### src/rtl/eco_patch_lut_bank.sv
// Run-time programmable ECO patch bank: per-target passthrough / LUT / constant source,
// loaded through a shadow bank and committed atomically. Optional: ECO_PATCH_PARITY_EN.
`timescale 1ns/1ps

module eco_patch_lut_bank #(
  parameter  int NUM_IN  = 4,
  parameter  int NUM_TGT = 2,
  parameter  int TGT_W   = 1,
  localparam int LUT_W   = 2 ** NUM_IN
) (
  input  logic               clk,
  input  logic               rst,
  input  logic [NUM_IN-1:0]  in_vec,
  input  logic [NUM_TGT-1:0] orig_vec,
  input  logic               cfg_valid,
  output logic               cfg_ready,
  input  logic [TGT_W-1:0]   cfg_tgt,
  input  logic [1:0]         cfg_mode,
  input  logic [LUT_W-1:0]   cfg_lut,
  input  logic               cfg_commit,
  output logic               cfg_err,
  output logic [NUM_TGT-1:0] t_vec,
  output logic               patch_active
`ifdef ECO_PATCH_PARITY_EN
  ,
  output logic               parity_err
`endif
);

  typedef enum logic [1:0] {
    MODE_PASS = 2'b00,
    MODE_LUT  = 2'b01,
    MODE_ZERO = 2'b10,
    MODE_ONE  = 2'b11
  } mode_e;

  typedef enum logic {
    ST_IDLE   = 1'b0,
    ST_COMMIT = 1'b1
  } state_e;

  typedef struct packed {
    mode_e             mode;
    logic [LUT_W-1:0]  lut;
  } entry_t;

  state_e               state_q, state_d;
  entry_t               shadow_q [NUM_TGT];
  entry_t               shadow_d [NUM_TGT];
  entry_t               active_q [NUM_TGT];
  entry_t               active_d [NUM_TGT];
  logic                 cfg_err_q, cfg_err_d;
  logic [NUM_TGT-1:0]   t_vec_q, t_vec_d;
  logic                 patch_active_q, patch_active_d;
`ifdef ECO_PATCH_PARITY_EN
  logic [NUM_TGT-1:0]   shadow_par_q, shadow_par_d;
  logic                 parity_err_q, parity_err_d;
`endif

  logic                 commit_go;
  logic                 wr_fire;
  logic [NUM_TGT-1:0]   tgt_hit;
  logic                 any_patched;

  // ---------------------------------------------------------------------------
  // Control FSM: IDLE accepts writes and commit requests, COMMIT lasts one cycle.
  // ---------------------------------------------------------------------------
  always_comb begin
    // NOTE: every combinational output gets a default first, so no path leaves
    // a signal unassigned and no latch is inferred.
    state_d   = state_q;
    commit_go = 1'b0;
    cfg_ready = (state_q == ST_IDLE);
    case (state_q)
      ST_IDLE: begin
        if (cfg_commit) state_d = ST_COMMIT;
      end
      ST_COMMIT: begin
        commit_go = 1'b1;
        state_d   = ST_IDLE;
      end
      default: state_d = ST_IDLE;
    endcase
  end

  // ---------------------------------------------------------------------------
  // Shadow bank writes and sticky out-of-range error.
  // ---------------------------------------------------------------------------
  always_comb begin
    wr_fire = cfg_valid & cfg_ready;
    for (int i = 0; i < NUM_TGT; i++) begin
      tgt_hit[i] = (cfg_tgt == TGT_W'(i));
    end
    cfg_err_d = cfg_err_q | (wr_fire & ~(|tgt_hit));
  end

  always_comb begin
    shadow_d = shadow_q;
`ifdef ECO_PATCH_PARITY_EN
    shadow_par_d = shadow_par_q;
`endif
    for (int i = 0; i < NUM_TGT; i++) begin
      if (wr_fire && tgt_hit[i]) begin
        shadow_d[i].mode = mode_e'(cfg_mode);
        shadow_d[i].lut  = cfg_lut;
`ifdef ECO_PATCH_PARITY_EN
        // Even parity: stored bit makes the total number of ones even.
        shadow_par_d[i] = ^{cfg_mode, cfg_lut};
`endif
      end
    end
  end

  // ---------------------------------------------------------------------------
  // Atomic commit: whole shadow bank moves into the active bank on one edge.
  // ---------------------------------------------------------------------------
  always_comb begin
    active_d = active_q;
`ifdef ECO_PATCH_PARITY_EN
    parity_err_d = parity_err_q;
`endif
    if (commit_go) begin
      for (int i = 0; i < NUM_TGT; i++) begin
        active_d[i] = shadow_q[i];
`ifdef ECO_PATCH_PARITY_EN
        if ((^shadow_q[i]) != shadow_par_q[i]) begin
          active_d[i].mode = MODE_PASS;
          parity_err_d     = 1'b1;
        end
`endif
      end
    end
  end

  always_comb begin
    any_patched = 1'b0;
    for (int i = 0; i < NUM_TGT; i++) begin
      any_patched = any_patched | (active_d[i].mode != MODE_PASS);
    end
    patch_active_d = commit_go ? any_patched : patch_active_q;
  end

  // ---------------------------------------------------------------------------
  // Target datapath: always driven from the active bank, never the shadow.
  // ---------------------------------------------------------------------------
  always_comb begin
    t_vec_d = '0;
    for (int i = 0; i < NUM_TGT; i++) begin
      case (active_q[i].mode)
        MODE_PASS: t_vec_d[i] = orig_vec[i];
        MODE_LUT:  t_vec_d[i] = active_q[i].lut[in_vec];
        MODE_ZERO: t_vec_d[i] = 1'b0;
        MODE_ONE:  t_vec_d[i] = 1'b1;
        default:   t_vec_d[i] = orig_vec[i];
      endcase
    end
  end

  // ---------------------------------------------------------------------------
  // State registers.
  // ---------------------------------------------------------------------------
  always_ff @(posedge clk or posedge rst) begin
    if (rst) begin
      state_q        <= ST_IDLE;
      cfg_err_q      <= 1'b0;
      t_vec_q        <= '0;
      patch_active_q <= 1'b0;
      // NOTE: both banks are reset because their contents are visible through
      // t_vec and patch_active right after reset; a pending commit is dropped.
      for (int i = 0; i < NUM_TGT; i++) begin
        shadow_q[i] <= '0;
        active_q[i] <= '0;
      end
`ifdef ECO_PATCH_PARITY_EN
      shadow_par_q <= '0;
      parity_err_q <= 1'b0;
`endif
    end else begin
      // NOTE: non-blocking assignments so every register samples pre-edge values.
      state_q        <= state_d;
      cfg_err_q      <= cfg_err_d;
      t_vec_q        <= t_vec_d;
      patch_active_q <= patch_active_d;
      shadow_q       <= shadow_d;
      active_q       <= active_d;
`ifdef ECO_PATCH_PARITY_EN
      shadow_par_q   <= shadow_par_d;
      parity_err_q   <= parity_err_d;
`endif
    end
  end

  assign cfg_err      = cfg_err_q;
  assign t_vec        = t_vec_q;
  assign patch_active = patch_active_q;
`ifdef ECO_PATCH_PARITY_EN
  assign parity_err   = parity_err_q;
`endif

endmodule

### config.mk
export PLATFORM = sky130hd
export DESIGN_NAME = eco_patch_lut_bank
export DESIGN_NICKNAME = d
export VERILOG_FILES = /design/src/rtl/eco_patch_lut_bank.sv
export SDC_FILE = /design/constraint.sdc
export NUM_CORES = 1
export LEC_CHECK = 0
export ABC_CLOCK_PERIOD_IN_PS = 5800
export BUFFER_PORTS_ARGS = -buffer_cell sky130_fd_sc_hd__buf_2
export CAP_MARGIN = 20
export CORE_UTILIZATION = 40
export CTS_BUF_LIST = sky130_fd_sc_hd__clkbuf_16
export DETAILED_ROUTE_END_ITERATION = 12
export SLEW_MARGIN = 10
export SYNTH_ARGS = -nofsm -noshare
export SYNTH_HDL_FRONTEND = slang
export SYNTH_SLANG_ARGS = --single-unit
### constraint.sdc
create_clock -name clk -period 5.8 [get_ports clk]
set_clock_uncertainty 0.05 [all_clocks]
set_input_delay 0.58 -clock clk [delete_from_list [all_inputs] [get_ports clk]]
set_output_delay 0.58 -clock clk [all_outputs]
set_load 0.02 [all_outputs]
==> results of run 1 <==
==> state kept, by name, summed over array words and instances, names as in the netlist <==
| signal | flops |
|---|---|
| active_q | 36 |
| patch_active | 1 |
| t_vec | 2 |
| state_q | 1 |
| shadow_q | 36 |
==> stage by stage <==
step,instances,instance area (um^2),worst slack [ps]
global placement,334,3410,3700
detailed placement,334,3410,3660
floorplan,208,3180,3230
finish,350,3710,3360
CTS,350,3710,3310
global route,350,3710,3220
==> worst min path at each step <==
| stage | from | end | slack, ps | cells after the start |
|---|---|---|---|---|
| global placement | shadow_q[27] | shadow_q[27] | 420 | 1 |
| floorplan | shadow_q[18] | shadow_q[18] | 400 | 1 |
| global route | cfg_lut[7] | shadow_q[7] | 430 | 2 |
| CTS | cfg_lut[7] | shadow_q[7] | 420 | 2 |
| detailed placement | shadow_q[25] | shadow_q[25] | 420 | 1 |
| finish | cfg_lut[7] | shadow_q[7] | 430 | 2 |
==> per-layer routing <==
layer	share of wire [%]	global-route usage (%)	vias up
met5	0	0	-
met4	1.9	7.94	0
met3	3.2	3.35	9
met1	48	21.2	882
li1	-	-	815
met2	47	22.5	25
==> logic make-up after synthesis <==
kind of cell / after synthesis
multiplexers: 85
flip-flops: 76
AND/OR/NAND/NOR: 24
buffers and inverters: 13
AO/OA/AOI/OAI: 9
other: 1
==> layout by cell type, fill, tap and decap left out <==
cell,instances
nor4_1,1
buf_4,3
mux4_2,3
nor3b_2,1
nand2b_1,1
o211ai_1,2
mux2_2,54
nand4_1,1
a21oi_1,5
mux2i_1,10
clkinv_1,1
nor2_1,2
clkinv_2,3
nand3_1,5
nor2b_1,2
dfrtp_1,76
o2111ai_1,1
clkbuf_16,9
buf_2,32
and2b_2,2
conb_1,1
nand2_1,6
a31oi_1,1
bufinv_16,2
nor3b_1,2
inv_2,2
nand3_4,1
inv_1,1
mux2_1,18
==> worst register-to-register path: cells and delay by family (launching register included) <==
| kind | cells | cell delay, ps |
|---|---|---|
| mux | 1 | 380 |
| buf+inv | 2 | 530 |
| flops | 1 | 780 |
| simple gates | 1 | 240 |
==> cell type report <==
type,instances,area share [%]
clock buffers,9,6.06
clock inverters,7,2.22
inverters,2,0.202
multi-input cells,119,31.9
flip-flops and latches,76,51.2
well taps,102,3.44
repair buffers,35,4.92
==> power by group through the flow <==
stage          registers, uW  clock network (uW)  logic (uW)
3_5_place_dp             742                   0         231
2_1_floorplan            721                   0         178
5_1_grt                  749                 608         252
6_report                 731                 571         227
4_1_cts                  734                 585         233
3_3_place_gp             739                   0         225
==> flow_summary.ini, run 1 <==
[critical_path]
path_class = register to primary output
timing.critical_path.from = state_q
critPathTopFamily = flip-flops
r2r-end = shadow_q[13]
cp-start-kind = register
cp-end-kind = primary output
cp_max_fo = 24
cp_data_arrival_time_ps = 1810
crit_chain = buf_4 > inv_2 > buf_2
path_depth = 3
crit_end = cfg_ready
cp_num_buf_inv = 3
r2r-start = state_q
ff2ff_path_depth = 4
crit_slowest_cell = dfrtp_1
worstPathRequired_ps = 5170
cpPeakStageDelay_ps = 780
ff2ff_setup_slack_ps = 3700

[grt]
grt_max_degree = 77
grt_pass1_vias = 1792
overflow = 0
track_usage_pct = 15.3
grt_pass1_wl_um = 9500
antenna_found_initial = 0

[floorplanning]
ioPinCount = 34
initial_utilization_pct = 41.3
core-area_um2 = 7690
die_x_um = 91.1
die_height_um = 91.1
die_area_um2 = 8310
num_rows = 32

[yosys]
synth_common_cells = dfrtp_1, mux2_2, mux2_1, mux2i_1, nand2_1
synth_warnings = 0
synth_cells = 208
synthSimpleGateAreaFrac_pct = 4.53
async_reset_ff_share_pct = 100
synth.ff_latch_count = 76
synth_compound_area_share_pct = 1.73
synth_fa_ha_area_share_pct = 0
avgSynthCellArea_um2 = 15.3
synth_top_area_share_pct = 59.8
yosysUniqueCellTypes = 25
synth_top_family_by_area = multiplexers
synth_mux_area_share_pct = 30.8
synth-edff-count = 0
synth.most_common_cell = dfrtp_1
synth.yosys.seq_area_share_pct = 59.8
synthTopCellsByArea = dfrtp_1, mux2_2, mux2_1
synthFlopType = dfrtp_1
synth_area_um2 = 3180
syn-num-nets = 237
synth-xor-area-share_pct = 0
yosys.area.top_type = dfrtp_1

[timing]
max_freq_mhz = 410
period_needed_ps = 2440
hold_violations = 0
fin_setup_tns_ps = 0
min_period_over_period_pct = 42.1
worst_slew_pin_slew_ps = 944
slew_headroom_pct = 37.1
setup_viol = 0
hold_slack_ps = 428
rsz0062_at_grt = no
maxSlewViolCount = 0

[power_and_ir_drop]
powerDensity_nw_per_um2 = 412
sw_frac_of_total_pct = 23.9
p_sw_uw = 365
p_seq_share_pct = 47.8
power_frac_clock_pct = 37.3
p_leak_uw = 0.00163
ir_worst_vdd_mv = 0.248
intPower_uw = 1160
p_total_uw = 1530
power_frac_comb_pct = 14.9

[place]
dp_hpwl_um = 3650
globalplace.congestion = 0.678
numPortBuffers = 32

[cts]
cts_buffers = 9
post_cts_buffers = 0
post_cts_resized = 0
hold_buffers = 0
clk_latency_ps = 330
clkSinkCount = 76
clk_path_buf_depth = 2
cts_root_buf = clkbuf_16
htreeDepth = 3
cts_tree = built
clkSlewWorstSetupHoldPaths_ps = 60

[routing]
routed_via_density = 4.95
final_antenna_net_count = 0
detail_route.wl_per_cell_um = 15.7
wirelength_um = 5480
drtIter0Drc = 41
firstDrtPassIters = 3
vias = 1731
drc = 0

[finish]
multi_input_area_um2 = 1190
syn_to_final_growth_pct = 16.9
seqCellArea_um2 = 1900
drive_gt1_share_pct = 45.2
final_nets = 272
fin_util_pct = 48.3
diodes = 0
fillCellCount = 686

[hold_path]
worst_hold_path_type = primary input to register

[outcome]
status = completed

[run]
drv_cap = 0
No activity file was read; power rests on OpenSTA's default activity.
==> run 2: changes to the inputs <==
- ABC_CLOCK_PERIOD_IN_PS: 5800 -> 2400
- clock period: 5.8 -> 2.4 ns (I/O delays scaled with it)
==> flow_summary.ini, run 2 (synthesis gave the netlist of run 1 again) <==
[critical_path]
ff2ff_setup_slack_ps = 800
path_class = register to register
cp-start-kind = register
path_common_cell = buf_4
cp_max_fo = 18
crit_chain = buf_4 > nor3b_2 > buf_4 > mux2_1
crit_slowest_cell = dfrtp_1
cp_data_arrival_time_ps = 1760
cpPeakStageDelay_ps = 370
cp-end-kind = register
worstPathRequired_ps = 2550

[finish]
final_nets = 275
fillCellCount = 703
syn_to_final_growth_pct = 16.5
final_cell_area_um2 = 3700
fin_cells = 351
diodes = 0
final_common_cell = dfrtp_1
final_cell_mix = dfrtp_1, mux2_2, buf_2
drive_gt1_share_pct = 44.6

[cts]
htreeDepth = 3
hold_buffers = 1
clkSlewWorstSetupHoldPaths_ps = 50
clk_path_buf_depth = 2
clk_latency_ps = 330
clkSinkCount = 76
cts_root_buf = clkbuf_16
cts_tree = built
cts_buffers = 9
post_cts_buffers = 0
post_cts_resized = 0

[routing]
drtIter0Drc = 58
final_antenna_net_count = 0
firstDrtPassIters = 4
drc = 0
wirelength_um = 5440
routed_via_density = 5.00
vias = 1755
detail_route.wl_per_cell_um = 15.5

[power_and_ir_drop]
p_seq_share_pct = 49.5
power_frac_clock_pct = 35.0
ir_worst_vdd_mv = 0.442
p_leak_uw = 0.00163
p_sw_uw = 866
intPower_uw = 2700
sw_frac_of_total_pct = 24.3
powerDensity_nw_per_um2 = 963
power_frac_comb_pct = 15.5
p_total_uw = 3570

[place]
dpl_cell_area_um2 = 3420
dp_hpwl_um = 3680
post-place-ws_ps = 782
globalplace.congestion = 0.742
dp.cells = 336
numPortBuffers = 32

[outcome]
status = completed

[timing]
hold_violations = 0
rsz0062_at_grt = no
worst_slew_pin_slew_ps = 535
period_needed_ps = 1600
layout_setup_ws_ps = 795
maxSlewViolCount = 0
slew_headroom_pct = 64.3
setup_viol = 0
fin_setup_tns_ps = 0
min_period_over_period_pct = 66.9
max_freq_mhz = 623

[floorplanning]
die_height_um = 91.1
ioPinCount = 34
die_x_um = 91.1
core-area_um2 = 7690
initial_utilization_pct = 41.3
die_area_um2 = 8310
num_rows = 32

[grt]
track_usage_pct = 15.2
grt_pass1_wl_um = 9450
grt_pass1_vias = 1833
antenna_found_initial = 0
overflow = 0
grt_max_degree = 44

[run]
drv_cap = 0

[hold_path]
worst_hold_path_type = primary input to register
==> run 2: changes by cell type in the layout (fill, tap and decap cells not counted), sizes merged <==
cell	delta
buf	+2
clkinv	-1
bufinv	-1
dlygate4sd3	+1
==> run 2: final timing paths <==
| path | startpoint | depth (start not counted) | end |
|---|---|---|---|
| worst max register to register | state_q | 4 | shadow_q[26] |
| worst min register to register | shadow_q[22] | 1 | shadow_q[22] |
| worst max-delay path | state_q | 4 | shadow_q[26] |
| min in group asynchronous | rst | 4 | shadow_q[27] |
| max in group asynchronous | rst | 4 | shadow_q[35] |
| worst min-delay path | cfg_commit | 2 | state_q |
==> run 2: final cells by class <==
cell class | count | area [um^2] | area share, %
clock buffers | 9 | 225 | 6.08
clock inverters | 5 | 46.3 | 1.25
inverters | 2 | 7.51 | 0.203
multi-input cells | 119 | 1190 | 32.0
flip-flops and latches | 76 | 1900 | 51.4
well taps | 102 | 128 | 3.45
repair buffers | 38 | 208 | 5.61
==> run 2: stage by stage <==
stage	utilization, %	hold WS, ps
2_1_floorplan	-	322
3_3_place_gp	44.5	313
3_5_place_dp	44.5	316
4_1_cts	48.2	72.9
5_1_grt	48.2	87.6
6_report	48.2	83.9
==> run 2: routing by layer <==
| layer | GRT usage, % | part of all wire (%) |
|---|---|---|
| met1 | 20.4 | 46 |
| met2 | 22.7 | 47 |
| met3 | 4.19 | 4.2 |
| met4 | 7.94 | 2.1 |
| met5 | 0 | 0 |
==> run 2: power by group through the flow <==
stage	combinational, uW	sequential, uW	clock [uW]
floorplan	430	1740	0
finish	554	1770	1250
global route	614	1820	1330
global placement	547	1790	0
detailed placement	563	1790	0
CTS	567	1770	1280
==> run 2: critical path, delay by kind of cell, from the launching register on <==
| kind | cells | cell delay [ps] |
|---|---|---|
| buffers and inverters | 2 | 500 |
| flip-flops | 1 | 370 |
| multiplexers | 1 | 370 |
| AND/OR/NAND/NOR | 1 | 170 |
==> run 3: changes to the inputs <==
- ABC_CLOCK_PERIOD_IN_PS: 2400 -> 1500
- clock period: 2.4 -> 1.5 ns (I/O delays scaled with it)
==> flow_summary.ini, run 3 (synthesis gave the netlist of run 1 again) <==
[cts]
hold_buffers = 5
post_cts_buffers = 0
clkSlewWorstSetupHoldPaths_ps = 60
cts_tree = built
cts_root_buf = clkbuf_16
clk_path_buf_depth = 2
post_cts_resized = 0
htreeDepth = 3
clk_latency_ps = 330
clkSinkCount = 76
cts_buffers = 9

[finish]
diodes = 0
final_cell_mix = dfrtp_1, mux2_2, buf_2
drive_gt1_share_pct = 45.3
syn_to_final_growth_pct = 19.0
final_cell_area_um2 = 3780
fillCellCount = 697
final_nets = 282
final_common_cell = dfrtp_1
fin_cells = 360

[critical_path]
crit_chain = nor3b_2 > buf_12 > mux2_2
ff2ff_path_depth = 3
path_class = register to register
cp-start-kind = register
cp_num_buf_inv = 1
cp_data_arrival_time_ps = 1570
r2r-end = shadow_q[33]
r2r-start = state_q
critPathTopFamily = flip-flops
cp-end-kind = register
ff2ff_setup_slack_ps = 90
cpPeakStageDelay_ps = 420
worstPathRequired_ps = 1660
cp_max_fo = 18
crit_slowest_cell = dfrtp_1

[grt]
use_met1_pct = 20.0
track_usage_pct = 14.7
antenna_found_initial = 0
grtUsageMet3_pct = 2.85
overflow = 0
grt_pass1_wl_um = 9310
use_met2_pct = 22.3
grt_pass1_vias = 1854
grt_max_degree = 77
top_usage_layer = met2

[floorplanning]
ioPinCount = 34
num_rows = 32
die_area_um2 = 8310
die_x_um = 91.1
die_height_um = 91.1
initial_utilization_pct = 41.3
core-area_um2 = 7690

[place]
globalplace.congestion = 0.686
dp.cells = 339
dpl_cell_area_um2 = 3470
dp_hpwl_um = 3600
numPortBuffers = 32

[timing]
fin_setup_tns_ps = 0
period_needed_ps = 1410
maxSlewViolCount = 0
rsz0062_at_grt = no
min_period_over_period_pct = 94.1
setup_viol = 0
hold_violations = 0
max_freq_mhz = 708

[hold_path]
hold_depth = 2
hold_start = cfg_lut[3]
worst_hold_path_type = primary input to register
holdPathEnd = shadow_q[3]

[routing]
firstDrtPassIters = 6
drtIter0Drc = 94
vias = 1765
final_antenna_net_count = 0
wirelength_um = 5310
drc = 0
detail_route.wl_per_cell_um = 14.7
routed_via_density = 4.90

[power_and_ir_drop]
ir_worst_vdd_mv = 0.750
powerDensity_nw_per_um2 = 1480
p_leak_uw = 0.00166

[outcome]
status = completed

[run]
drv_cap = 0
==> run 3: changes by cell type in the layout (fill, tap and decap cells not counted), sizes merged <==
cell         previous run  this run
buf                    37        40
dlygate4sd3             1         5
clkinv                  3         5
inv                     3         2
clkinvlp                0         2
bufinv                  1         0
==> run 3: worst max path at each step <==
stage	from	endpoint	slack (ps)	cells after the start
after floorplan	state_q	shadow_q[18]	100	4
after CTS	state_q	shadow_q[33]	80	3
final	state_q	shadow_q[33]	90	3
after detailed placement	state_q	shadow_q[18]	100	3
after global routing	state_q	shadow_q[33]	20	3
after global placement	state_q	shadow_q[29]	120	3
==> run 3: worst register-to-register path, delay by kind of cell (launching register included) <==
kind,cells,cell delay (ps)
and+or+nand+nor,1,270
DFF,1,420
muxes,1,350
buffers and inverters,1,210
==> run 3: layer usage <==
metal | share of wire [%] | wire length [um] | up-vias
met5 | 0 | 0 | -
met4 | 2.0 | 105 | 0
met3 | 2.6 | 137 | 9
met2 | 47 | 2490 | 25
met1 | 49 | 2580 | 894
li1 | - | - | 837
==> run 3: area by class of cell <==
type	instances	area, um^2	area share (%)
clock inverters	7	35.0	0.926
inverters	2	11.3	0.298
well taps	102	128	3.37
repair buffers	45	295	7.81
multi-input cells	119	1190	31.4
flip-flops and latches	76	1900	50.3
clock buffers	9	225	5.95
==> run 3: power by group <==
part / switching (uW) / internal (uW) / total, uW
Clock: 775 / 1090 / 1870
Sequential: 261 / 2550 / 2810
Combinational: 369 / 545 / 914
==> run 3: stage by stage <==
stage	util, %	hold slack (ps)	setup WS, ps	power, uW
final	49.2	4.21	87.9	5590
after global placement	45.2	242	119	3740
after detailed placement	45.2	243	96.5	3780
after floorplan	-	232	105	3480
after global routing	49.2	11.2	18.9	5900
after CTS	49.2	2.93	79.8	5670
